--- config.mk ---
export PLATFORM = sky130hd
export DESIGN_NAME = derand_burst
export DESIGN_NICKNAME = d
export VERILOG_FILES = /design/src/rtl/derand_pkg.sv /design/src/rtl/prbs15_par.sv /design/src/rtl/derand_burst.sv
export SDC_FILE = /design/constraint.sdc
export NUM_CORES = 1
export LEC_CHECK = 0
export ABC_AREA = 1
export CAP_MARGIN = 20
export CORE_MARGIN = 3
export CORE_UTILIZATION = 55
export CTS_BUF_LIST = sky130_fd_sc_hd__clkbuf_2
export CTS_CLUSTER_SIZE = 40
export DETAILED_ROUTE_END_ITERATION = 10
export GPL_TIMING_DRIVEN = 1
export PLACE_DENSITY_LB_ADDON = 0.12
export SLEW_MARGIN = 10
export SYNTH_ARGS = -nofsm -noshare
export SYNTH_HDL_FRONTEND = slang
export SYNTH_HIERARCHICAL = 1
export SYNTH_SLANG_ARGS = --single-unit
--- constraint.sdc ---
create_clock -name clk -period 2.6 [get_ports clk]
set_input_delay 0.52 -clock clk [delete_from_list [all_inputs] [get_ports clk]]
set_output_delay 0.52 -clock clk [all_outputs]
set_load 0.02 [all_outputs]
--- src/rtl/derand_pkg.sv ---
`default_nettype none
// ============================================================================
// Module   : derand_pkg
// Brief    : Shared FSM encoding and PRBS (1 + x^14 + x^15) step helper.
// Revision : 1.0 - initial release
// ============================================================================
package derand_pkg;

    localparam int PRBS_W      = 15;
    localparam int PRBS_TAP_HI = 14;
    localparam int PRBS_TAP_LO = 13;

    typedef enum logic [1:0] {
        ST_IDLE = 2'd0,
        ST_DATA = 2'd1,
        ST_PAD  = 2'd2
    } state_t;

    typedef struct packed {
        logic [PRBS_W-1:0] vect;
        logic              key;
    } prbs_step_t;

    // One keystream bit: feedback from the two taps, shifted in at bit 0.
    function automatic prbs_step_t prbs_step(input logic [PRBS_W-1:0] vect);
        prbs_step_t step;
        step.key  = vect[PRBS_TAP_HI] ^ vect[PRBS_TAP_LO];
        step.vect = {vect[PRBS_W-2:0], step.key};
        return step;
    endfunction

endpackage
`default_nettype wire

--- src/rtl/prbs15_par.sv ---
`default_nettype none
// ============================================================================
// Module   : prbs15_par
// Brief    : W-step unrolled PRBS15 scrambler/descrambler (combinational).
// Revision : 1.0 - initial release
// ============================================================================
module prbs15_par
    import derand_pkg::*;
#(
    parameter int W = 8
) (
    input  logic [PRBS_W-1:0] i_vect,
    input  logic [W-1:0]      i_data,
    output logic [W-1:0]      o_data,
    output logic [PRBS_W-1:0] o_vect
);

    logic [PRBS_W-1:0] w_chain [0:W];
    logic [W-1:0]      w_key;

    assign w_chain[0] = i_vect;

    // Bit 0 is earliest in time, so it consumes the first step of the chain.
    for (genvar i = 0; i < W; i++) begin : g_step
        prbs_step_t w_step;
        assign w_step         = prbs_step(w_chain[i]);
        assign w_chain[i + 1] = w_step.vect;
        assign w_key[i]       = w_step.key;
    end

    assign o_data = i_data ^ w_key;
    assign o_vect = w_chain[W];

endmodule
`default_nettype wire

--- src/rtl/derand_burst.sv ---
`default_nettype none
// ============================================================================
// Module   : derand_burst
// Brief    : Per-burst PRBS15 derandomizer with payload count and pad drop.
// Revision : 1.0 - initial release
// ============================================================================
module derand_burst
    import derand_pkg::*;
#(
    parameter int W     = 8,
    parameter int LEN_W = 11
) (
    input  logic              clk,
    input  logic              reset,
    input  logic              burst_start,
    input  logic [14:0]       rand_iv,
    input  logic [LEN_W-1:0]  data_words,
    input  logic [LEN_W-1:0]  pad_words,
    input  logic [W-1:0]      in_bits,
    input  logic              in_valid,
    output logic              in_ready,
    output logic [W-1:0]      out_bits,
    output logic              out_valid,
    input  logic              out_ready,
    output logic              out_last,
    output logic              burst_done,
    output logic              start_err
);

    state_t             r_state;
    logic [PRBS_W-1:0]  r_vect;
    logic [LEN_W-1:0]   r_dcnt;
    logic [LEN_W-1:0]   r_pcnt;
    logic [W-1:0]       r_out_bits;
    logic               r_out_valid;
    logic               r_out_last;
    logic               r_done;
    logic               r_start_err;

    state_t             w_state_nxt;
    logic               w_in_ready;
    logic               w_accept;
    logic               w_load;
    logic               w_done_nxt;
    logic [W-1:0]       w_descr;
    logic [PRBS_W-1:0]  w_vect_nxt;

    prbs15_par #(
        .W (W)
    ) u_prbs (
        .i_vect (r_vect),
        .i_data (in_bits),
        .o_data (w_descr),
        .o_vect (w_vect_nxt)
    );

    always_comb begin
        w_state_nxt = r_state;
        w_in_ready  = 1'b0;
        w_load      = 1'b0;
        w_done_nxt  = 1'b0;
        case (r_state)
            ST_IDLE: begin
                if (burst_start) begin
                    w_load = 1'b1;
                    if (data_words != '0) begin
                        w_state_nxt = ST_DATA;
                    end else if (pad_words != '0) begin
                        w_state_nxt = ST_PAD;
                    end else begin
                        w_done_nxt = 1'b1;
                    end
                end
            end
            ST_DATA: begin
                // Single output register: accept only if it is free or draining now.
                w_in_ready = !r_out_valid || out_ready;
                if (in_valid && w_in_ready && (r_dcnt == LEN_W'(1))) begin
                    if (r_pcnt != '0) begin
                        w_state_nxt = ST_PAD;
                    end else begin
                        w_state_nxt = ST_IDLE;
                        w_done_nxt  = 1'b1;
                    end
                end
            end
            ST_PAD: begin
                w_in_ready = 1'b1;
                if (in_valid && (r_pcnt == LEN_W'(1))) begin
                    w_state_nxt = ST_IDLE;
                    w_done_nxt  = 1'b1;
                end
            end
            default: begin
                w_state_nxt = ST_IDLE;
            end
        endcase
    end

    assign w_accept = in_valid && w_in_ready;

    always_ff @(posedge clk or posedge reset) begin
        if (reset) begin
            r_state <= ST_IDLE;
        end else begin
            r_state <= w_state_nxt;
        end
    end

    always_ff @(posedge clk or posedge reset) begin
        if (reset) begin
            r_vect      <= '0;
            r_dcnt      <= '0;
            r_pcnt      <= '0;
            r_done      <= 1'b0;
            r_start_err <= 1'b0;
        end else begin
            r_done      <= w_done_nxt;
            r_start_err <= burst_start && (r_state != ST_IDLE);
            if (w_load) begin
                r_vect <= rand_iv;
                r_dcnt <= data_words;
                r_pcnt <= pad_words;
            end else if (w_accept) begin
                // Pad words still advance the keystream.
                r_vect <= w_vect_nxt;
                if (r_state == ST_DATA) begin
                    r_dcnt <= r_dcnt - LEN_W'(1);
                end else begin
                    r_pcnt <= r_pcnt - LEN_W'(1);
                end
            end
        end
    end

    always_ff @(posedge clk or posedge reset) begin
        if (reset) begin
            r_out_bits  <= '0;
            r_out_valid <= 1'b0;
            r_out_last  <= 1'b0;
        end else if (w_accept && (r_state == ST_DATA)) begin
            r_out_bits  <= w_descr;
            r_out_valid <= 1'b1;
            r_out_last  <= (r_dcnt == LEN_W'(1));
        end else if (out_ready) begin
            r_out_valid <= 1'b0;
        end
    end

    assign in_ready   = w_in_ready;
    assign out_bits   = r_out_bits;
    assign out_valid  = r_out_valid;
    assign out_last   = r_out_last;
    assign burst_done = r_done;
    assign start_err  = r_start_err;

endmodule
`default_nettype wire

==> key figures <==
Place
  – GPL Wtd Cong: 0.906
  – Dpl hpwl: 6000 µm
  – Post-DP Area: 0.00404 mm²
  – Port Buffers: 62

Logic synthesis
  – Count of cell types in the netlist: 30
  – Synth Register Bits: 51
  – Post-synthesis sequential area ratio: 37.6%
  – Mean post-synth cell area: 6.61 µm²
  – Syn Inst Count: 514
  – Synth Warn #: 6
  – Top cells by area, synth: dfrtp_1 38%, nand2_1 23%, nand3_1 6.3%
  – Top cell type's share of synthesized area: 37.6%
  – Largest area contributor in the netlist: dfrtp_1
  – Mapped Nets: 573
  – Cell Area, Synth: 0.00340 mm²

Cells and area
  – Fill count: 475
  – Layout cells sized above 1: 5.95%
  – Post-route cell area: 0.00410 mm²
  – Area delta synth->final: 20.6%
  – Final core utilization: 71.3%
  – Ant. Diodes: 0
  – Nets: 629

Route
  – WL/cell: 12.3 µm
  – Post-route ant nets: 0
  – Avg Vias per Cell: 5.14
  – DRC Markers: 0
  – First drt pass iteration count: 6
  – WL final: 7910 µm
  – Via count: 3303
  – Iter 0 DRT Violations: 217

Power and ir drop
  – Net Sw Frac: 49.9%
  – PD cells: 1060 mW/mm²
  – Leak Pwr: 2.14 nW
  – Switch Pwr: 0.00216 W
  – VDD IR max: 0.568 mV
  – Clock power share: 8.6%
  – Internal power: 0.00216 W
  – Sequential power share: 34.4%
  – Comb power frac: 57.0%

Clock tree
  – Post_cts resized: 1
  – CTS hold repair buffers: 0
  – Clock Latency Late Sink: 0.48 ns
  – Clock-pin slew on the worst setup and hold paths: 0.32 ns
  – CTS sink count: 51
  – Longest Clk Path Bufs: 2
  – CTS tree: yes
  – Clk root buf: clkbuf_2
  – Max H-tree Level: 2
  – TritonCTS Buffers: 5
  – Post-CTS setup buffer count: 0

Global routing
  – Initial antenna violation count: 0
  – GRT Util Overall: 22.0%
  – Vias in the first global route: 2888
  – Gr ovfl total: 0
  – Largest net degree at the start of global routing: 32
  – Global-route wire length before repair: 13000 µm

Floorplan
  – Core Area: 0.00574 mm²
  – Die area: 0.00716 mm²
  – Die Ht: 84.6 µm
  – Die width: 84.6 µm
  – Row cnt: 27
  – # IOs: 63
  – Initial Util: 59.2%

Worst setup path
  – CP arrival: 1.89 ns
  – Worst Setup End Kind: output pin
  – FF-to-FF End: r_vect[13]
  – R2R setup slack: 0.66 ns
  – Critical path type: reg -> out
  – Crit Path Max Fanout: 5
  – R2r startpoint: r_state[1]
  – CP required: 2.08 ns
  – CP startpoint kind: flop
  – Worst Reg-to-Reg Cells: 7

STA
  – Fin. Hold Viols: 0
  – F_max: 415 MHz
  – Slew Viols, Final: 0
  – Period Utilization, post-route: 92.7%
  – Final setup viols: 0
  – Setup total negative slack: 0 ns
  – Slew @ Worst Pin: 0.556 ns
  – Final Skew: 0.0477 ns
  – Rel. slew slack: 62.9%
  – RSZ-0062 raised after global routing: false
  – Tmin final: 2.41 ns

Run
  – Max Cap Viol: 0

Min path
  – Hold Crit Class: in -> async

Status
  – Run status: finished, final reports clean
==> area by class of cell <==
cell class | instances | area, µm² | share of cell area, %
Inverter | 67 | 256 | 6.26
Timing Repair Buffer | 67 | 669 | 16.3
Clock inverter | 3 | 26.3 | 0.642
Clock buffer | 5 | 25.0 | 0.611
Sequential cell | 51 | 1280 | 31.2
Multi-Input combinational cell | 378 | 1750 | 42.8
Tap cell | 72 | 90.1 | 2.20
==> cells in the final DEF, fill, tap and decap left out, drive strengths merged, types with 2 or more instances in the layout <==
cell type / n
clkbuf: 5
o21ai: 23
xnor2: 2
nand3b: 2
a31oi: 15
a21o: 2
xor2: 7
clkdlybuf4s50: 61
nor2: 53
nand3: 44
a21oi: 5
ha: 9
buf: 5
nand2: 212
dfrtp: 51
inv: 67
clkinv: 3
==> metrics by stage <==
stage	setup WS [ns]	hold WS (ns)	std cells	power, W
finish	0.189	0.354	643	0.00432
global route	0.0422	0.371	643	0.00474
CTS	0.133	0.369	643	0.00429
detailed placement	0.0943	0.465	635	0.00394
global placement	0.142	0.462	635	0.00384
floorplan	0.850	0.452	514	0.00337
==> synth_stat cells <==
| cell type | number |
|---|---|
| nand2_1 | 206 |
| inv_1 | 56 |
| nor2_1 | 52 |
| dfrtp_1 | 51 |
| nand3_1 | 43 |
| o21ai_0 | 20 |
| a31oi_1 | 15 |
| buf_4 | 9 |
| ha_1 | 9 |
| inv_2 | 9 |
| xor2_1 | 7 |
| buf_2 | 5 |
| a21oi_1 | 4 |
| nand2_2 | 4 |
| clkbuf_1 | 3 |
| o21ai_1 | 3 |
| a21o_1 | 2 |
| nand2_4 | 2 |
| nand3b_1 | 2 |
| xnor2_1 | 2 |
| a21boi_0 | 1 |
| a21oi_4 | 1 |
| a22oi_1 | 1 |
| buf_6 | 1 |
| clkinv_1 | 1 |
| clkinv_4 | 1 |
| mux2i_1 | 1 |
| nand3_2 | 1 |
| nor2_4 | 1 |
| nor3_1 | 1 |
==> worst max-delay path by stage <==
stage / start / end / slack, ns / cells past startpoint
final: r_state[1] / in_ready / 0.19 / 5
after global routing: r_state[1] / in_ready / 0.04 / 5
after CTS: r_state[1] / in_ready / 0.13 / 5
after detailed placement: out_ready / in_ready / 0.09 / 6
after global placement: out_ready / in_ready / 0.14 / 6
after floorplan: reset / burst_done / 0.85 / 1
==> state kept, by name (all words and copies together), names as in the netlist <==
name,cells
start_err,1
out_bits,8
r_vect,15
r_state,2
r_pcnt,11
out_valid,1
out_last,1
r_dcnt,11
burst_done,1
==> worst max-delay path, cell delays in order, from the launching register on <==
cell and delay, ns:
dfrtp_1 0.49, inv_1 0.09, ha_2 0.23, nand2_2 0.08, a21oi_4 0.17, dlygate4sd2_1 0.35
==> kinds of logic after synthesis <==
family                     synth area share (%)
and+or+nand+nor                            37.5
DFF                                        37.6
xor gates and xnor gates                   2.32
buffers and inverters                      10.9
AOI/OAI and AO/OA                          8.10
adders and majority gates                  3.31
muxes                                     0.295
==> layer usage <==
metal,GRT usage (%),up-vias,share of wire (%)
li1,-,1698,-
met1,31.1,1495,47
met2,34.8,101,46
met3,4.61,9,5.7
met4,4.75,0,0.92
met5,0,-,0
==> power groups by stage <==
stage               clock (W)  combinational (W)  sequential, W
CTS                  0.000371            0.00244        0.00148
finish               0.000373            0.00246        0.00149
detailed placement          0            0.00244        0.00150
floorplan                   0            0.00187        0.00150
global route         0.000406            0.00279        0.00154
global placement            0            0.00236        0.00148
No activity file was read; power rests on OpenSTA's default activity.
